`src/rtl/fp_adder_param.sv`:
```
// fp_adder_param: multi-cycle parametrised FP adder/subtractor.
// sign|biased exp|fraction, hidden 1, RNE, saturate/flush flags.
module fp_adder_param #(
  parameter  int EXP_W = 3,
  parameter  int MAN_W = 4,
  localparam int W     = 1 + EXP_W + MAN_W
) (
  input  logic         clk,
  input  logic         clr_n,
  input  logic         start,
  input  logic         sub,
  input  logic [W-1:0] a,
  input  logic [W-1:0] b,
  output logic         ready,
  output logic         done,
  output logic [W-1:0] sum,
  output logic         overflow,
  output logic         underflow
);

  // carry | hidden | fraction | guard | round | sticky
  localparam int MW = MAN_W + 5;
  // one spare bit so exp can exceed the field before saturation
  localparam int EW = EXP_W + 1;
  localparam logic [EW-1:0] EMAX = EW'((1 << EXP_W) - 1);

  typedef enum logic [2:0] {
    S_IDLE,
    S_SWAP,
    S_ALIGN,
    S_ADD,
    S_NORM,
    S_ROUND,
    S_DONE
  } state_t;

  state_t r_state;
  state_t w_next;

  logic [W-1:0]     r_a;
  logic [W-1:0]     r_b;
  logic             r_sg;
  logic             r_diff;
  logic [EW-1:0]    r_exp;
  logic [EXP_W-1:0] r_d;
  logic [MW-1:0]    r_mg;
  logic [MW-1:0]    r_ml;
  logic [W-1:0]     r_sum;
  logic             r_ovf;
  logic             r_unf;

  logic [EXP_W-1:0] w_ea;
  logic [EXP_W-1:0] w_eb;
  logic             w_za;
  logic             w_zb;
  logic [W-2:0]     w_mag_a;
  logic [W-2:0]     w_mag_b;
  logic             w_a_ge;
  logic [EXP_W-1:0] w_d;
  logic [MW-1:0]    w_ma;
  logic [MW-1:0]    w_mb;
  logic             w_far;
  logic [MW-1:0]    w_shr_l;
  logic [MW-1:0]    w_add;
  logic             w_add_z;
  logic             w_need_norm;
  logic [MW-1:0]    w_shl;
  logic [MW-1:0]    w_shr;
  logic             w_uflow;
  logic             w_inc;
  logic [MAN_W+1:0] w_rnd;
  logic [MAN_W-1:0] w_frac;
  logic [EW-1:0]    w_exp_r;
  logic             w_ovf;

  // operand fields; a zero exponent means the value is zero
  assign w_ea    = r_a[W-2:MAN_W];
  assign w_eb    = r_b[W-2:MAN_W];
  assign w_za    = (w_ea == '0);
  assign w_zb    = (w_eb == '0);
  assign w_mag_a = w_za ? '0 : r_a[W-2:0];
  assign w_mag_b = w_zb ? '0 : r_b[W-2:0];
  assign w_a_ge  = (w_mag_a >= w_mag_b);
  assign w_d     = w_a_ge ? (w_ea - w_eb) : (w_eb - w_ea);
  assign w_ma    = w_za ? '0 : {2'b01, r_a[MAN_W-1:0], 3'b000};
  assign w_mb    = w_zb ? '0 : {2'b01, r_b[MAN_W-1:0], 3'b000};

  // alignment: far shifts collapse into the sticky bit in one step
  assign w_far   = (32'(r_d) > 32'(MAN_W + 3));
  assign w_shr_l = {1'b0, r_ml[MW-1:2], |r_ml[1:0]};

  // magnitude add or subtract of the ordered operands
  assign w_add       = r_diff ? (r_mg - r_ml) : (r_mg + r_ml);
  assign w_add_z     = (w_add == '0);
  assign w_need_norm = w_add[MW-1] | ~w_add[MW-2];

  // normalisation shifts
  assign w_shl   = {r_mg[MW-2:0], 1'b0};
  assign w_shr   = {1'b0, r_mg[MW-1:2], |r_mg[1:0]};
  assign w_uflow = (r_exp <= EW'(1));

  // round to nearest even on guard/round/sticky
  assign w_inc   = r_mg[2] & (r_mg[1] | r_mg[0] | r_mg[3]);
  assign w_rnd   = {1'b0, r_mg[MW-2:3]} + (MAN_W+2)'(w_inc);
  assign w_frac  = w_rnd[MAN_W+1] ? w_rnd[MAN_W:1] : w_rnd[MAN_W-1:0];
  assign w_exp_r = r_exp + EW'(w_rnd[MAN_W+1]);
  assign w_ovf   = (w_exp_r > EMAX);

  // state register
  always_ff @(posedge clk or negedge clr_n) begin
    if (!clr_n) begin
      r_state <= S_IDLE;
    end else begin
      r_state <= w_next;
    end
  end

  // next-state decode
  always_comb begin
    w_next = r_state;
    case (r_state)
      S_IDLE: begin
        if (start) w_next = S_SWAP;
      end
      S_SWAP: begin
        w_next = (w_d == '0) ? S_ADD : S_ALIGN;
      end
      S_ALIGN: begin
        if (w_far || (r_d == EXP_W'(1))) w_next = S_ADD;
      end
      S_ADD: begin
        if (w_add_z)          w_next = S_DONE;
        else if (w_need_norm) w_next = S_NORM;
        else                  w_next = S_ROUND;
      end
      S_NORM: begin
        if (r_mg[MW-1])     w_next = S_ROUND;
        else if (w_uflow)   w_next = S_DONE;
        else if (w_shl[MW-2]) w_next = S_ROUND;
      end
      S_ROUND: begin
        w_next = S_DONE;
      end
      S_DONE: begin
        w_next = S_IDLE;
      end
      default: begin
        w_next = S_IDLE;
      end
    endcase
  end

  // handshake outputs
  always_comb begin
    ready = 1'b0;
    done  = 1'b0;
    case (r_state)
      S_IDLE:  ready = 1'b1;
      S_DONE:  done  = 1'b1;
      default: ;
    endcase
  end

  assign sum       = r_sum;
  assign overflow  = r_ovf;
  assign underflow = r_unf;

  // datapath; results land in r_sum on the edge that enters DONE
  always_ff @(posedge clk or negedge clr_n) begin
    if (!clr_n) begin
      r_a    <= '0;
      r_b    <= '0;
      r_sg   <= 1'b0;
      r_diff <= 1'b0;
      r_exp  <= '0;
      r_d    <= '0;
      r_mg   <= '0;
      r_ml   <= '0;
      r_sum  <= '0;
      r_ovf  <= 1'b0;
      r_unf  <= 1'b0;
    end else begin
      case (r_state)
        S_IDLE: begin
          if (start) begin
            r_a <= a;
            r_b <= {b[W-1] ^ sub, b[W-2:0]};
          end
        end
        S_SWAP: begin
          r_diff <= r_a[W-1] ^ r_b[W-1];
          r_d    <= w_d;
          if (w_a_ge) begin
            r_sg  <= r_a[W-1];
            r_exp <= {1'b0, w_ea};
            r_mg  <= w_ma;
            r_ml  <= w_mb;
          end else begin
            r_sg  <= r_b[W-1];
            r_exp <= {1'b0, w_eb};
            r_mg  <= w_mb;
            r_ml  <= w_ma;
          end
        end
        S_ALIGN: begin
          if (w_far) begin
            r_ml <= {{(MW-1){1'b0}}, |r_ml};
            r_d  <= '0;
          end else begin
            r_ml <= w_shr_l;
            r_d  <= r_d - EXP_W'(1);
          end
        end
        S_ADD: begin
          r_mg <= w_add;
          if (w_add_z) begin
            r_sum <= '0;
            r_ovf <= 1'b0;
            r_unf <= 1'b0;
          end
        end
        S_NORM: begin
          if (r_mg[MW-1]) begin
            r_mg  <= w_shr;
            r_exp <= r_exp + EW'(1);
          end else if (w_uflow) begin
            r_sum <= {r_sg, {(W-1){1'b0}}};
            r_ovf <= 1'b0;
            r_unf <= 1'b1;
          end else begin
            r_mg  <= w_shl;
            r_exp <= r_exp - EW'(1);
          end
        end
        S_ROUND: begin
          if (w_ovf) begin
            r_sum <= {r_sg, {(W-1){1'b1}}};
          end else begin
            r_sum <= {r_sg, w_exp_r[EXP_W-1:0], w_frac};
          end
          r_ovf <= w_ovf;
          r_unf <= 1'b0;
        end
        default: ;
      endcase
    end
  end

endmodule

```
`config.mk`:
```
export PLATFORM = sky130hd
export DESIGN_NAME = fp_adder_param
export DESIGN_NICKNAME = d
export VERILOG_FILES = /design/src/rtl/fp_adder_param.sv
export SDC_FILE = /design/constraint.sdc
export NUM_CORES = 1
export LEC_CHECK = 0
export BUFFER_PORTS_ARGS = -buffer_cell sky130_fd_sc_hd__buf_2
export CAP_MARGIN = 25
export CORE_ASPECT_RATIO = 2
export CORE_MARGIN = 2
export CORE_UTILIZATION = 50
export CTS_CLUSTER_DIAMETER = 80
export DETAILED_ROUTE_END_ITERATION = 10
export GPL_TIMING_DRIVEN = 0
export PLACE_DENSITY = 0.69
export SYNTH_ARGS = -nofsm -noshare
export SYNTH_HDL_FRONTEND = slang
export SYNTH_SLANG_ARGS = --single-unit
```
`constraint.sdc`:
```
create_clock -name clk -period 9 [get_ports clk]
set_input_delay 0.45 -clock clk [delete_from_list [all_inputs] [get_ports clk]]
set_output_delay 0.45 -clock clk [all_outputs]
set_load 0.005 [all_outputs]
```
### After elaboration in Yosys (flattened, before gate mapping)

Cells that the tools add are included.

* flip-flop bits (word level): 56
* input port bits: 20

* $add $sub $neg: 9
* $lt $le $gt $ge: 3
* equality and inequality tests: 14
* muxes and demuxes: 42
* bitwise gates (word level): 7
* reduce and logical (&&, ||, !) cells: 16

Operators by type and width (count)
* 2-to-1 mux 8 bit: 7
* 2-to-1 mux 9 bit: 3
* case mux 9 bit (3 select lines): 1
* case mux 8 bit (3 select lines): 1
* 2-to-1 mux 3 bit: 7
* 2-to-1 mux 7 bit: 3
* case mux 3 bit (6 select lines): 1
* case mux 9 bit (2 select lines): 1
* logical NOT 3 bit: 4
* 2-to-1 mux 4 bit: 3
* 2-to-1 mux 1 bit: 10
* inequality test 2 bit (second input constant): 5
* adder 9 bit: 1
* == test 3 bit (second input constant): 3
* logical NOT 9 bit: 1
* subtractor 9 bit: 1
* case mux 4 bit (2 select lines): 1
* >= comparator 7 bit: 1
* adder 5 x 1 -> 6 bit: 1
* == test 3 x 1 -> 1 bit (second input constant): 2
* == test 3 x 2 -> 1 bit (second input constant): 2
* case mux 1 bit (3 select lines): 2
* case mux 3 bit (2 select lines): 1
* AND reduction 2 bit: 3
* 19 further kinds: 26

### Logic depth before layout (Yosys ltp)

Gate-level depths: netlist of run 1.

* depth after elaboration: 8
* gate-level depth with buffers: 12
* depth with buffers taken out: 12

### Worst setup path after synthesis of run 1

OpenSTA, ideal clock, no wires.

* kind: register to register
* from: register r_ml[0]
* to: register r_ovf, in the netlist overflow
* library setup time: 0.147 ns
* arrival: 2.774 ns
* setup slack: 6.079 ns
* cell stages (with the launch flop): 13
* cell sequence: dfrtp_1 > inv_1 > ha_1 > nor3b_2 > nor2_1 > xnor2_1 > ha_1 > a21oi_1 > nand2_1 > or3_1 > a211o_1 > nor4_4 > o22ai_1

* cells in the longest elaborated chain, start to end: 5
* elaborated cells between the ends (all ways): 6
* those cells by class: add/sub: 2; eq/ne: 1; mux: 1; reduce/logical: 2

Ends and longest elaborated chain
* start: declaration: RTL line 47 `logic [MW-1:0] r_ml;`
* start signal: assignment: RTL line 197 `r_ml <= w_mb;`
* start signal: assignment: RTL line 202 `r_ml <= w_ma;`
* start signal: assignment: RTL line 207 `r_ml <= {{(MW-1){1'b0}}, |r_ml};`
* adder 9 bit / subtractor 9 bit (equally long branches): RTL line 93 `assign w_add = r_diff ? (r_mg - r_ml) : (r_mg + r_ml);`
* 2-to-1 mux 9 bit *: RTL line 93
* logical NOT 9 bit *: RTL line 94 `assign w_add_z = (w_add == '0);`
* inequality test 2 bit (no source line) *
* AND reduction 4 bit (no source line) *
* end signal: assignment: RTL line 241 `r_ovf <= w_ovf;`
* end: declaration: RTL line 49 `logic r_ovf;`

Every way passes the cells marked *; elsewhere a longest branch is shown, timed or not.
A chain may end at the register's enable or synchronous reset.

### Worst setup path after layout of run 1

* from: register r_diff
* to: register r_ovf, in the netlist overflow

* cells in the longest elaborated chain, start to end: 4

Ends and longest elaborated chain
* start: declaration: RTL line 43 `logic r_diff;`
* start signal: assignment: RTL line 191 `r_diff <= r_a[W-1] ^ r_b[W-1];`
* 2-to-1 mux 9 bit: RTL line 93
* logical NOT 9 bit: RTL line 94
* inequality test 2 bit (no source line)
* AND reduction 4 bit (no source line)

Every way passes these cells.

==> results of run 1 <==
[logic make-up (layout without fill, tap and decap cells)]
logic type | after synthesis | count (layout) | share of synthesized area (%)
simple gates | 145 | 145 | 17.72
flops | 55 | 55 | 35.31
fa+ha+maj | 30 | 30 | 10.21
buf+inv | 45 | 85 | 4.366
mux | 29 | 29 | 7.833
xor+xnor | 20 | 20 | 4.494
compound gates | 116 | 116 | 20.07
[worst max-delay path, cell delays in order, from the launching register on]
cell and delay (ps):
dfrtp_1 320, clkbuf_1 440, mux2i_1 430, ha_1 310, nor2b_1 140, o2111a_1 270
or3_1 340, a211o_1 360, nor4_4 530, o22ai_1 160
[sequential cells by signal (all words and copies together), names as in the netlist]
name / cells
underflow: 1
sum: 8
overflow: 1
r_mg: 9
r_sg: 1
r_exp: 4
r_ml: 8
r_a: 8
r_d: 3
r_state: 3
r_diff: 1
r_b: 8
[placed cells by master, fill, tap and decap left out, drive strengths merged, types with 7 or more instances in the layout]
| cell | Yosys | layout |
|---|---|---|
| mux2i | 17 | 17 |
| o22ai | 11 | 11 |
| nand2 | 48 | 48 |
| nor2b | 7 | 7 |
| inv | 26 | 27 |
| nand3 | 8 | 8 |
| o21ai | 24 | 24 |
| o22a | 7 | 7 |
| dfrtp | 55 | 55 |
| a21oi | 25 | 25 |
| nor3 | 8 | 8 |
| xnor2 | 14 | 14 |
| ha | 27 | 27 |
| nor2 | 47 | 47 |
| clkbuf | 16 | 22 |
| a31oi | 9 | 9 |
| buf | 2 | 34 |
| a22o | 8 | 8 |
| mux2 | 12 | 12 |
[metal layers]
layer  share of wire, %  GRT usage (%)
met5                  0              0
met3                2.5          3.234
met4                4.8          12.85
met2                 56          46.82
met1                 36          24.42
[layout make-up]
class	count	area, µm²	share of cell area [%]
well taps	94	117.6	2.708
repair buffers	32	175.2	4.033
clock inverters	2	13.76	0.3169
plain buffers	18	68.82	1.585
clock buffers	6	138.9	3.198
inverters	27	101.3	2.334
multi-input cells	340	2351	54.13
flip-flops and latches	55	1376	31.69
[path summary, 6_finish.rpt]
kind | startpoint | to | slack [ps] | depth (start not counted)
worst min register to register | r_a[0] | r_a[0] | 510 | 1
max in group asynchronous | clr_n | sum[3] | 8310 | 2
worst max register to register | r_diff | overflow | 5540 | 9
min in group clk | b[6] | r_b[6] | 350 | 3
worst max-delay path | r_diff | overflow | 5540 | 9
worst min-delay path | clr_n | r_ml[0] | 120 | 1
[stage by stage]
| step | hold slack [ps] | util, % | cells | setup WS, ps | area, µm² |
|---|---|---|---|---|---|
| 2_1_floorplan | 154.4 | - | 440 | 6079 | 3897 |
| 3_3_place_gp | 489.6 | 54.86 | 565 | 5646 | 4170 |
| 3_5_place_dp | 454.6 | 55.13 | 566 | 5583 | 4190 |
| 4_1_cts | 138.5 | 57.14 | 574 | 5579 | 4343 |
| 5_1_grt | 177.3 | 57.14 | 574 | 5434 | 4343 |
| 6_report | 123.9 | 57.14 | 574 | 5542 | 4343 |
==> results.sh, run 1 <==
export IMPL_status="finished clean"
export IMPL_synthTopCellsByArea="dfrtp_1 35%, ha_1 8.7%, nand2_1 4.6%"
export IMPL_hpwl_um=7869
export IMPL_cts_tree="done"
export IMPL_setup_viol_count_final=0
export IMPL_wire_per_inst_um=17.01
export IMPL_min_period_ps=3458
export IMPL_totalWireLength_um=9763
export IMPL_postSynthCellCount=440
export IMPL_grt_max_degree=35
export IMPL_cts_sinks=55
export IMPL_synth_most_common_cell="dfrtp_1"
export IMPL_grt_ovfl_total=0
export IMPL_critical_path_required_ps=9150
export IMPL_startpoint_type="flip-flop"
export IMPL_critPathMaxFanout=9
export IMPL_area_growth_pct=11.43
export IMPL_fin_nets=529
export IMPL_drive_gt1_share_pct=12.71
export IMPL_clk_pin_slew_worst_paths_ps=80
export IMPL_worstMarginPinSlew_ps=654.7
export IMPL_synthesis_area_um2=3897
export IMPL_clock_fmax_ghz=0.2892
export IMPL_ys_ff_latch=55
export IMPL_netlist_cell_type_count=59
export IMPL_grt_pass1_wl_um=15910
export IMPL_ant_nets=0
export IMPL_nFillCells=746
export IMPL_vias_per_cell=5.922
export IMPL_htree_levels=2
export IMPL_firstDrtPassIters=5
export IMPL_rsz0062_at_grt="no"
export IMPL_port_buffer_count=31
export IMPL_clock_latency_ps=300
export IMPL_avgSynthCellArea_um2=8.858
export IMPL_grt_pass1_vias=3375
export IMPL_antenna_found_initial=0
export IMPL_core_um2=7601
export IMPL_synth_top_area_share_pct=35.31
export IMPL_synth_seq_area_share_pct=35.31
export IMPL_hold_class="input port to async pin"
export IMPL_skew_ps=8.166
export IMPL_ys_flop_type="dfrtp_1"
export IMPL_end_kind="flip-flop"
export IMPL_yosys_area_top_type="dfrtp_1"
export IMPL_cts_setup_buffers=0
export IMPL_fin_crit_sh_pct=38.43
export IMPL_async_reset_ff_share_pct=100.0
export IMPL_slew_viol_final=0
export IMPL_drc_errors=0
export IMPL_start_util_pct=51.28
export IMPL_fp_dieH_um=128.9
export IMPL_max_slew_margin_pct=55.95
export IMPL_cts_buffers=5
export IMPL_gp_congestion=0.9191
export IMPL_cts_root_buf="clkbuf_16"
export IMPL_diodes=0
export IMPL_holdBufCountCts=0
export IMPL_floorplan_rows=45
export IMPL_synth_edf_count=0
export IMPL_vias=3399
export IMPL_die_x_um=66.43
export IMPL_drtIter0Drc=170
export IMPL_postCtsResizedCells=0
export IMPL_synth_nets=490
export IMPL_clock_path_buffers=2
export IMPL_hold_viol=0
export IMPL_setup_tns_ps=0
export IMPL_synth_common_cells="55 x dfrtp_1, 48 x nand2_1, 46 x nor2_1"
export IMPL_ioPinCount=32
export IMPL_cp_arrival_ps=3610
export IMPL_ys_warn_count=0
export IMPL_die_area_um2=8560
export IMPL_critPathKind="flip-flop to flip-flop"
export IMPL_cap_viol_max_count=0
export IMPL_grt_use_total_pct=24.47
Power of run 1 is left out: the tool's default activity adds up to more than one toggle a clock period on the data nets, which glitch-free logic cannot reach.
==> run 2, diff against run 1 <==
==> constraint.sdc (replaced) <==
create_clock -name clk -period 3.35 [get_ports clk]
set_input_delay 0.1675 -clock clk [delete_from_list [all_inputs] [get_ports clk]]
set_output_delay 0.1675 -clock clk [all_outputs]
set_load 0.005 [all_outputs]
==> run 2 against run 1 <==
Critical path depth unchanged. Core utilization increased by 0.41 points. Global-route usage hardly changed. Sequential cell count stayed put. Sequential share of layout area shrank 0.23 points. Die area unchanged. Final cell count up 0.35%. Critical path type unchanged. Via count up 0.35%. Worst setup slack got worse by 5500 ps. Worst hold slack lost 57 ps. Count of clock-buffer cells in the layout did not move.
==> results.sh, run 2 (synthesized netlist as in run 1, its figures left out) <==
export IMPL_status="finished clean"
export IMPL_startpoint_type="flip-flop"
export IMPL_grt_ovfl_total=0
export IMPL_vias=3411
export IMPL_hold_class="input port to flip-flop"
export IMPL_min_period_ps=3272
export IMPL_setup_viol_count_final=0
export IMPL_largest_register_ffs=9
export IMPL_critical_path_required_ps=3500
export IMPL_cp_cell_sequence="clkbuf_1, mux2i_1, ha_1, nor2b_1, o2111a_1, o21a_1, a311o_1, nor4_2, a211oi_1"
export IMPL_fin_crit_sh_pct=97.66
export IMPL_critical_path_max_stage_delay_ps=460
export IMPL_port_buffer_count=31
export IMPL_die_area_um2=8560
export IMPL_critPathMaxFanout=9
export IMPL_clock_fmax_ghz=0.3057
export IMPL_hold_viol=0
export IMPL_fin_util_pct=57.55
export IMPL_setup_tns_ps=0
export IMPL_cap_viol_max_count=0
export IMPL_fin_nets=531
export IMPL_final_cell_mix="55 x dfrtp_1, 48 x nand2_1, 46 x nor2_1"
export IMPL_clock_latency_ps=300
export IMPL_cts_root_buf="clkbuf_16"
export IMPL_clock_path_buffers=2
export IMPL_start_util_pct=51.28
export IMPL_gp_congestion=0.9191
export IMPL_cts_buffers=5
export IMPL_slew_viol_final=0
export IMPL_cp_arrival_ps=3430
export IMPL_antenna_found_initial=0
export IMPL_top_register="r_mg"
export IMPL_grt_pass1_vias=3378
export IMPL_area_growth_pct=12.23
export IMPL_htree_levels=2
export IMPL_cts_tree="done"
export IMPL_rsz0062_at_grt="no"
export IMPL_crit_path_top_delay_cell="nor4_2"
export IMPL_instances_no_fill=576
export IMPL_fp_dieH_um=128.9
export IMPL_worst_slack_ps=78.33
export IMPL_ant_nets=0
export IMPL_cts_sinks=55
export IMPL_worstMarginPinSlew_ps=558.1
export IMPL_drc_errors=0
export IMPL_dp_cells=566
export IMPL_die_x_um=66.43
export IMPL_end_kind="flip-flop"
export IMPL_drtIter0Drc=206
export IMPL_skew_ps=8.163
export IMPL_grt_use_total_pct=24.49
export IMPL_max_slew_margin_pct=62.79
export IMPL_core_um2=7601
export IMPL_ioPinCount=32
export IMPL_diodes=0
export IMPL_firstDrtPassIters=8
export IMPL_critPathKind="flip-flop to flip-flop"
export IMPL_drive_gt1_share_pct=13.07
export IMPL_final_common_cell="dfrtp_1"
export IMPL_wire_per_inst_um=16.99
export IMPL_floorplan_rows=45
export IMPL_hpwl_um=7869
export IMPL_grt_max_degree=35
export IMPL_pre_cts_ws_ps=-67.16
export IMPL_vias_per_cell=5.922
export IMPL_clk_pin_slew_worst_paths_ps=70
export IMPL_totalWireLength_um=9786
export IMPL_grt_pass1_wl_um=15930
export IMPL_nFillCells=744
run 2: critical path: cells and delay by family, from the launching register on:
kind	cells	cell delay, ps
compound gates	4	1020
fa+ha+maj	1	320
buf+inv	1	440
flops	1	320
mux	1	430
simple gates	2	600
run 2: layout make-up:
class	instances	area (µm²)	share of cell area (%)
clock buffers	6	138.9	3.175
plain buffers	18	68.82	1.573
repair buffers	34	192.7	4.405
multi-input cells	340	2365	54.06
well taps	94	117.6	2.689
inverters	27	101.3	2.317
clock inverters	2	13.76	0.3146
flip-flops and latches	55	1376	31.46
run 2: stage by stage:
stage | area, µm² | hold slack, ps
detailed placement | 4190 | 172.1
global route | 4374 | 92.32
floorplan | 3897 | -128.1
global placement | 4170 | 371.4
CTS | 4360 | 70.17
finish | 4374 | 67.12
run 2: per-layer routing:
metal | share of wire, % | wire [µm] | track usage (%) | vias up
met2 | 56 | 5461 | 46.82 | 96
met4 | 5.1 | 498 | 12.85 | 0
li1 | - | - | - | 1657
met3 | 2.7 | 265 | 3.234 | 34
met1 | 36 | 3561 | 24.48 | 1624
met5 | 0 | 0 | 0 | -
run 2: final timing paths:
kind                        start   endpoint  slack, ps  depth (start not counted)
min in group asynchronous   clr_n    r_ml[0]        380                          2
min                          b[6]     r_b[6]         70                          3
max in group asynchronous   clr_n     sum[3]       2410                          3
max                        r_diff  underflow         80                          9
min reg2reg                r_a[0]     r_a[0]        510                          1
max reg2reg                r_diff  underflow         80                          9
run 2: repair_timing:
item,in CTS,in global routing
hold buffers,1,0
buffers inserted,1,0
endpoints found under the hold margin,21,0
setup endpoints to repair,9,10
resized for setup,0,2
pin swaps,1,0
Power of run 2 is left out for the same reason.
==> run 3, diff against run 2 <==
--- a/config.mk
+++ b/config.mk
@@ -5,6 +5,8 @@
 export SDC_FILE = /design/constraint.sdc
 export NUM_CORES = 1
 export LEC_CHECK = 0
+export ABC_AREA = 1
+export ABC_CLOCK_PERIOD_IN_PS = 3350
 export BUFFER_PORTS_ARGS = -buffer_cell sky130_fd_sc_hd__buf_2
 export CAP_MARGIN = 25
 export CORE_ASPECT_RATIO = 2
@@ -13,7 +15,7 @@
 export CTS_CLUSTER_DIAMETER = 80
 export DETAILED_ROUTE_END_ITERATION = 10
 export GPL_TIMING_DRIVEN = 0
-export PLACE_DENSITY = 0.69
+export PLACE_DENSITY = 0.68
 export SYNTH_ARGS = -nofsm -noshare
 export SYNTH_HDL_FRONTEND = slang
 export SYNTH_SLANG_ARGS = --single-unit
==> run 3 against run 2 <==
Worst setup slack better by 490 ps. Core utilization down 1.2 points. Synthesized cell count up 26%. Non-clock buffer count down 9. First-iteration DRC count down 33%. Critical path depth up 6. Count of clock-buffer cells in the layout down 1. Sequential share of layout area down 0.29 points. Critical endpoint is now r_mg[6]. Highest routed layer unchanged.
==> results.sh, run 3 <==
export IMPL_yosys_area_top_type="dfrtp_1"
export IMPL_synth_common_cells="160 x nand2_1, 91 x inv_1, 55 x dfrtp_1"
export IMPL_ys_flop_type="dfrtp_1"
export IMPL_drive_gt1_share_pct=11.95
export IMPL_htree_levels=2
export IMPL_start_util_pct=50.72
export IMPL_synth_nets=604
export IMPL_worstMarginPinSlew_ps=703.8
export IMPL_ant_nets=0
export IMPL_setup_viol_count_final=0
export IMPL_final_common_cell="nand2_1"
export IMPL_avgSynthCellArea_um2=7.166
export IMPL_gp_congestion=0.8661
export IMPL_critical_path_required_ps=3540
export IMPL_clock_latency_ps=300
export IMPL_top_register="r_mg"
export IMPL_hpwl_um=7188
export IMPL_fin_crit_sh_pct=82.92
export IMPL_skew_ps=8.391
export IMPL_largest_register_ffs=9
export IMPL_rrSetupSlack_ps=570
export IMPL_fin_nets=644
export IMPL_fp_dieH_um=130.0
export IMPL_setup_tns_ps=0
export IMPL_grt_ovfl_total=0
export IMPL_final_cell_mix="160 x nand2_1, 91 x inv_1, 55 x dfrtp_1"
export IMPL_core_um2=7828
export IMPL_min_period_ps=2778
export IMPL_clk_pin_slew_worst_paths_ps=70
export IMPL_clock_path_buffers=2
export IMPL_synthTopCellsByArea="dfrtp_1 35%, nand2_1 15%, inv_1 8.6%"
export IMPL_antenna_found_initial=0
export IMPL_dp_cells=682
export IMPL_floorplan_rows=46
export IMPL_fin_util_pct=56.39
export IMPL_cts_tree="done"
export IMPL_drc_errors=0
export IMPL_cts_sinks=55
export IMPL_critical_path_max_stage_delay_ps=500
export IMPL_cts_buffers=5
export IMPL_vias=3562
export IMPL_instances_no_fill=690
export IMPL_netlist_cell_type_count=38
export IMPL_vias_per_cell=5.162
export IMPL_critPathMaxFanout=10
export IMPL_die_area_um2=8712
export IMPL_cp_cell_sequence="nor3_1, inv_1, nand2_1, inv_1, ha_1, nor2_1, o21ai_0, nand2_1, nand2_2, buf_6, nand2_1, o211ai_1, nand3_1, o21ai_0, inv_1"
export IMPL_grt_pass1_vias=3247
export IMPL_grt_pass1_wl_um=15060
export IMPL_startpoint_type="flip-flop"
export IMPL_diodes=0
export IMPL_crit_path_top_delay_cell="nor3_1"
export IMPL_clock_fmax_ghz=0.3600
export IMPL_cp_arrival_ps=2970
export IMPL_critPathKind="flip-flop to flip-flop"
export IMPL_rsz0062_at_grt="no"
export IMPL_area_growth_pct=11.19
export IMPL_postSynthCellCount=554
export IMPL_synth_top_area_share_pct=34.67
export IMPL_totalWireLength_um=9045
export IMPL_port_buffer_count=31
export IMPL_synth_most_common_cell="nand2_1"
export IMPL_cap_viol_max_count=0
export IMPL_synth_edf_count=0
export IMPL_status="finished clean"
export IMPL_async_reset_ff_share_pct=100.0
export IMPL_ys_warn_count=0
export IMPL_ioPinCount=32
export IMPL_hold_class="input port to flip-flop"
export IMPL_die_x_um=67.01
export IMPL_grt_use_total_pct=22.47
export IMPL_ys_ff_latch=55
export IMPL_grt_max_degree=31
export IMPL_firstDrtPassIters=5
export IMPL_max_slew_margin_pct=53.08
export IMPL_slew_viol_final=0
export IMPL_drtIter0Drc=137
export IMPL_end_kind="flip-flop"
export IMPL_hold_viol=0
export IMPL_synth_seq_area_share_pct=34.67
export IMPL_synthesis_area_um2=3970
export IMPL_cts_root_buf="clkbuf_16"
export IMPL_wire_per_inst_um=13.11
[run 3: changes by cell type after synthesis, sizes merged, moves of 8 or more]
cell    previous run  this run
nand2             48       169
inv               26        97
o21ai             24        50
nand3              8        26
mux2i             17         0
clkbuf            16         3
mux2              12         0
xnor2             14         4
a21oi             25        17
a22o               8         0
[run 3: area by class of cell]
type	count	area, µm²
fillers	789	3413
plain buffers	10	55.05
well taps	96	120.1
flip-flops and latches	55	1376
repair buffers	33	185.2
multi-input cells	392	2170
clock buffers	5	125.1
inverters	97	369.1
clock inverters	2	13.76
[run 3: worst paths after layout]
check | startpoint | cells past startpoint | endpoint
hold / removal | a[1] | 3 | r_a[1]
hold reg to reg | sum[4] | 2 | sum[4]
setup / recovery | r_b[5] | 15 | r_mg[6]
max in group asynchronous | clr_n | 3 | r_d[1]
min in group asynchronous | clr_n | 2 | r_mg[1]
setup reg to reg | r_b[5] | 15 | r_mg[6]
[run 3: per-layer routing]
layer  track usage (%)  part of all wire (%)  up-vias
met1             28.75                    45     1640
met3             2.586                   2.1       17
met4             9.964                   2.9        0
met2             37.45                    50       55
li1                  -                     -     1850
met5                 0                     0        -
[run 3: worst max-delay path, delay by kind of cell (launching register included)]
kind	cells	cell delay, ps
DFF	1	440
buffers and inverters	4	430
adders and majority gates	1	270
and+or+nand+nor	7	1090
AOI/OAI and AO/OA	3	440
[run 3: per-stage QoR]
stage | area (µm²) | setup WS, ps | hold slack [ps]
2_1_floorplan | 3970 | 938.8 | -128.1
3_3_place_gp | 4245 | 582.4 | 360.5
3_5_place_dp | 4265 | 569.7 | 255.8
4_1_cts | 4414 | 546.8 | 59.87
5_1_grt | 4414 | 233.2 | 64.70
6_report | 4414 | 572.2 | 63.03
[run 3: logic make-up after synthesis]
logic type / count (synthesis) / share of synthesized area (%)
xor+xnor: 15 / 3.309
flops: 55 / 34.67
fa+ha+maj: 30 / 10.02
simple gates: 253 / 27.39
buf+inv: 107 / 10.68
compound gates: 94 / 13.93
[run 3: what timing repair did]
| action | in CTS | in global routing |
|---|---|---|
| hold buffers | 1 | 0 |
| resized for setup | 0 | 0 |
| setup buffers | 0 | 0 |
| endpoints found under the hold margin | 29 | 0 |
Power of run 3 is left out for the same reason.
